===== src/rtl/serial_sub_reg_pkg.sv =====
// Shared types and helpers for the bit-serial subtractor.
package serial_sub_reg_pkg;

    typedef enum logic [1:0] {
        ST_IDLE  = 2'd0,
        ST_SHIFT = 2'd1,
        ST_DONE  = 2'd2
    } state_e;

    // Bit counter only has to reach WIDTH-1; keep at least one bit.
    function automatic int cnt_width(input int w);
        return (w <= 2) ? 1 : $clog2(w);
    endfunction

endpackage


===== src/rtl/serial_sub_reg_fa_bit.sv =====
// One-bit combinational full adder; the single arithmetic cell of the subtractor.
module fa_bit (
    input  logic a,
    input  logic b,
    input  logic cin,
    output logic s,
    output logic cout
);

    assign s    = a ^ b ^ cin;
    assign cout = (a & b) | (a & cin) | (b & cin);

endmodule


===== src/rtl/serial_sub_reg.sv =====
// Bit-serial ain - bin (LSB first) through one full adder, with start/done handshake
// and registered result/borrow held until the next completion.
//
// state    | meaning
// ---------+--------------------------------------------------------------
// ST_IDLE  | waiting for start; result registers hold last completion
// ST_SHIFT | one operand bit per cycle through the adder, counter 0..WIDTH-1
// ST_DONE  | one-cycle done pulse; start here re-accepts immediately
module serial_sub_reg
    import serial_sub_reg_pkg::*;
#(
    parameter int WIDTH = 4
) (
    input  logic             clk,
    input  logic             rst_n,
    input  logic             start,
    input  logic [WIDTH-1:0] ain,
    input  logic [WIDTH-1:0] bin,
    output logic [WIDTH-1:0] diff_out,
    output logic             borrow_out,
    output logic             busy,
    output logic             done
);

    localparam int CW = cnt_width(WIDTH);
    localparam logic [CW-1:0] CNT_LAST = CW'(WIDTH - 1);

    state_e            state_q, state_d;
    logic [CW-1:0]     cnt_q, cnt_d;
    logic [WIDTH-1:0]  a_q, a_d;
    logic [WIDTH-1:0]  b_q, b_d;
    logic [WIDTH-1:0]  res_q, res_d;
    logic              c_q, c_d;
    logic [WIDTH-1:0]  diff_q, diff_d;
    logic              borrow_q, borrow_d;

    logic              sum_bit;
    logic              carry_out;
    logic [WIDTH-1:0]  res_shifted;
    logic              accept;

    // Subtraction as ain + ~bin + 1: inverted subtrahend bit, carry seeded to 1.
    fa_bit u_fa (
        .a    (a_q[0]),
        .b    (~b_q[0]),
        .cin  (c_q),
        .s    (sum_bit),
        .cout (carry_out)
    );

    assign res_shifted = {sum_bit, res_q[WIDTH-1:1]};
    assign accept      = start && ((state_q == ST_IDLE) || (state_q == ST_DONE));

    always_comb begin
        state_d  = state_q;
        cnt_d    = cnt_q;
        a_d      = a_q;
        b_d      = b_q;
        res_d    = res_q;
        c_d      = c_q;
        diff_d   = diff_q;
        borrow_d = borrow_q;

        case (state_q)
            ST_IDLE, ST_DONE: begin
                if (accept) begin
                    state_d = ST_SHIFT;
                    cnt_d   = '0;
                    a_d     = ain;
                    b_d     = bin;
                    c_d     = 1'b1;
                end else begin
                    state_d = ST_IDLE;
                end
            end
            ST_SHIFT: begin
                a_d   = a_q >> 1;
                b_d   = b_q >> 1;
                res_d = res_shifted;
                c_d   = carry_out;
                cnt_d = cnt_q + CW'(1);
                // Final bit: publish result from the shifter's next value, not res_q.
                if (cnt_q == CNT_LAST) begin
                    state_d  = ST_DONE;
                    diff_d   = res_shifted;
                    borrow_d = ~carry_out;
                end
            end
            default: state_d = ST_IDLE;
        endcase
    end

    always_ff @(posedge clk or negedge rst_n) begin
        if (!rst_n) begin
            state_q  <= ST_IDLE;
            cnt_q    <= '0;
            a_q      <= '0;
            b_q      <= '0;
            res_q    <= '0;
            c_q      <= 1'b0;
            diff_q   <= '0;
            borrow_q <= 1'b0;
        end else begin
            state_q  <= state_d;
            cnt_q    <= cnt_d;
            a_q      <= a_d;
            b_q      <= b_d;
            res_q    <= res_d;
            c_q      <= c_d;
            diff_q   <= diff_d;
            borrow_q <= borrow_d;
        end
    end

    assign diff_out   = diff_q;
    assign borrow_out = borrow_q;
    assign busy       = (state_q == ST_SHIFT);
    assign done       = (state_q == ST_DONE);

endmodule


===== config.mk =====
export PLATFORM = sky130hd
export DESIGN_NAME = serial_sub_reg
export DESIGN_NICKNAME = d
export VERILOG_FILES = /design/src/rtl/serial_sub_reg_pkg.sv /design/src/rtl/serial_sub_reg_fa_bit.sv /design/src/rtl/serial_sub_reg.sv
export SDC_FILE = /design/constraint.sdc
export NUM_CORES = 1
export LEC_CHECK = 0
export ABC_AREA = 1
export BUFFER_PORTS_ARGS = -buffer_cell sky130_fd_sc_hd__buf_4
export CAP_MARGIN = 40
export CORE_ASPECT_RATIO = 1.2
export CORE_MARGIN = 8
export CORE_UTILIZATION = 50
export DETAILED_ROUTE_END_ITERATION = 8
export GPL_ROUTABILITY_DRIVEN = 0
export PLACE_DENSITY = 0.73
export SYNTH_ARGS = -nofsm -noshare
export SYNTH_HDL_FRONTEND = slang
export SYNTH_SLANG_ARGS = --single-unit

===== constraint.sdc =====
create_clock -name clk -period 1.7 [get_ports clk]
set_clock_uncertainty 0.05 [all_clocks]
set_input_delay 0.085 -clock clk [delete_from_list [all_inputs] [get_ports clk]]
set_output_delay 0.085 -clock clk [all_outputs]
set_load 0.03 [all_outputs]

==> reports/metrics.yaml <==
path_buf_inv: 2
worst_pin_slew_ps: 322.1
clkTransAtPathRegs_ps: 110
ys.flop_type: "dfrtp_1"
grt_pass1_wl_um: 3353
final-max-slew-violation-count: 0
layout_commonest_cell: "nand2_1"
routedWlPerCell_um: 12.09
io_pins: 18
max_freq_ghz: 0.6995
crit_chain: "inv_2 > nor2_4 > buf_4"
coreArea_um2: 1851
cts-root-buf: "clkbuf_4"
drt_drc_violations_left: 0
hold_viol: 0
maxCapViolCount: 0
critPathKind: "flip-flop to primary output"
wirelength_um: 1862
antenna_cells: 0
initial_core_util: 0.5375
grt_pass1_vias: 765
dpl-instance-area_um2: 1116
synth_seq_cells: 21
final_cell_mix: "nand2_1 (33), dfrtp_1 (21), inv_1 (18)"
ir_worst_vdd_v: 0.001072
dieWidth_um: 56.72
register_area_um2: 525.5
hp-class: "primary input to flip-flop"
max_stage_delay_ps: 550
syn-num-nets: 126
leakagePower_nw: 0.6596
syn_area_um2: 994.7
synth_cells: 113
yosys.area.top_type_share: 0.5283
ys_types: 18
cts-resized-gates: 0
path_delay_family: "flip-flops"
cts.path.max_buffers: 2
max-slew-margin-rel: 0.7853
final_nets: 149
ys_async_sr_fraction: 1.000
design_area_um2: 1184
synth_edf_count: 0
fillers: 161
crit_fanout: 9
yosysTopAreaCell: "dfrtp_1"
min_period_over_period: 0.8409
numCtsBuffers: 3
cp-end-kind: "primary output"
final.setup.tns_ps: 0
clk_latency_ps: 300
die-area_um2: 3679
startpoint_type: "flip-flop"
postCtsSetupBuffers: 0
yosys-top-cells-area: "dfrtp_1 (53%), nand2_1 (12%), inv_1 (6.8%)"
grt_overflow_total: 0
arrival_ps: 1290
drtPass1Iterations: 4
io_buffer_count: 17
timing.final.crit_period_ps: 1430
die_y_um: 64.86
clkSinkCount: 21
routed_via_density: 4.948
worstPathRequired_ps: 1560
p_per_area_nw_per_um2: 1929
row_count: 17
drt_iter0_markers: 13
status: "complete, no violations"
grt_usage: 0.1100
multi_input_area_um2: 359.1
synth_seq_area_share: 0.5283
syn_avg_cell_area_um2: 8.803
ys.warnings.count: 0
syn2layout_area_growth_pct: 18.99
rsz0062_at_grt: "no"
finalSetupViolCount: 0
crit_slowest_cell: "dfrtp_1"
grt_max_degree: 22
place_hpwl_um: 1385
vias: 762
drive_gt1_frac: 0.2593
antenna_found_initial: 0
cts_htree_levels: 1
cts_tree: "yes"
ant_nets: 0
-- state kept, by name, summed over array words and instances, names as in the netlist --
signal and count:
a_q 4, state_q 2, diff_out 4, res_q 3, b_q 4, c_q 1
borrow_out 1, cnt_q 2
-- layer usage --
metal	wire length (µm)	vias up	track usage	share of wire
met5	0	-	0	0
met4	25	0	0.05422	0.013
met3	89	4	0.02534	0.048
met2	927	22	0.1854	0.50
met1	819	350	0.1272	0.44
li1	-	386	-	-
-- power breakdown --
group	internal, W	switching [W]
clock network	0.0000878	0.000153
logic	0.000416	0.000733
registers	0.000737	0.000157
total	0.00124	0.00104
-- worst register-to-register path, stage by stage, from the launching register on --
cell and delay, ps:
dfrtp_1 550, nand2_4 170, nand2_2 230, inv_1 170, nand2_1 100, nand2_1 60
-- cells in the mapped netlist (2+ instances only) --
cell type	number
nand3_1	12
nor2_1	5
inv_2	2
inv_1	18
buf_6	2
nand2_4	2
o21ai_2	5
o21ai_0	4
nand2_1	33
dfrtp_1	21
nand2_2	2
-- stage by stage --
stage               std cells  setup WS (ps)  hold WS (ps)  total power (W)  utilization
finish                    154          270.4         33.37         0.002283       0.6396
global route              154          158.6         42.98         0.002494       0.6396
CTS                       154          249.7         20.72         0.002321       0.6396
detailed placement        146          300.9        -67.80         0.002062       0.6031
global placement          146          363.2        -69.55         0.002042       0.6031
floorplan                 113          508.9        -260.6         0.001820            -
-- final timing paths --
| path | startpoint | slack, ps | to | cells after the start |
|---|---|---|---|---|
| worst max-delay path | state_q[0]$_DFFE_PN0P_ | 270 | busy | 3 |
| worst min-delay path | ain[2] | 30 | a_q[2]$_DFFE_PN0P_ | 5 |
| worst max register to register | state_q[0]$_DFFE_PN0P_ | 280 | a_q[0]$_DFFE_PN0P_ | 5 |
| worst min register to register | res_q[1]$_DFFE_PN0P_ | 440 | diff_out[0]$_DFFE_PN0P_ | 2 |
| max in group asynchronous | rst_n | 1260 | state_q[1]$_DFFE_PN0P_ | 2 |
| min in group asynchronous | rst_n | 130 | b_q[2]$_DFFE_PN0P_ | 2 |
-- kinds of logic (layout without fill, tap and decap cells) --
kind of cell	count (synthesis)	after routing	synth area share
buf+inv	24	46	0.1107
fa+ha+maj	2	2	0.03270
compound gates	11	11	0.07798
flops	21	21	0.5283
simple gates	55	55	0.2503
-- what timing repair did --
action | 4_1_cts | 5_1_grt
setup endpoints to repair | 0 | 0
endpoints found under the hold margin | 24 | 0
hold buffers | 4 | 0
-- area by class of cell --
| type | count | share of cell area |
|---|---|---|
| inverter | 21 | 0.06765 |
| timing repair buffer | 21 | 0.1416 |
| clock inverter | 1 | 0.004228 |
| tap | 19 | 0.02008 |
| clock buffer | 3 | 0.01903 |
| multi-input combinational | 68 | 0.3034 |
| sequential | 21 | 0.4440 |
(Power assumes the default switching activity.)
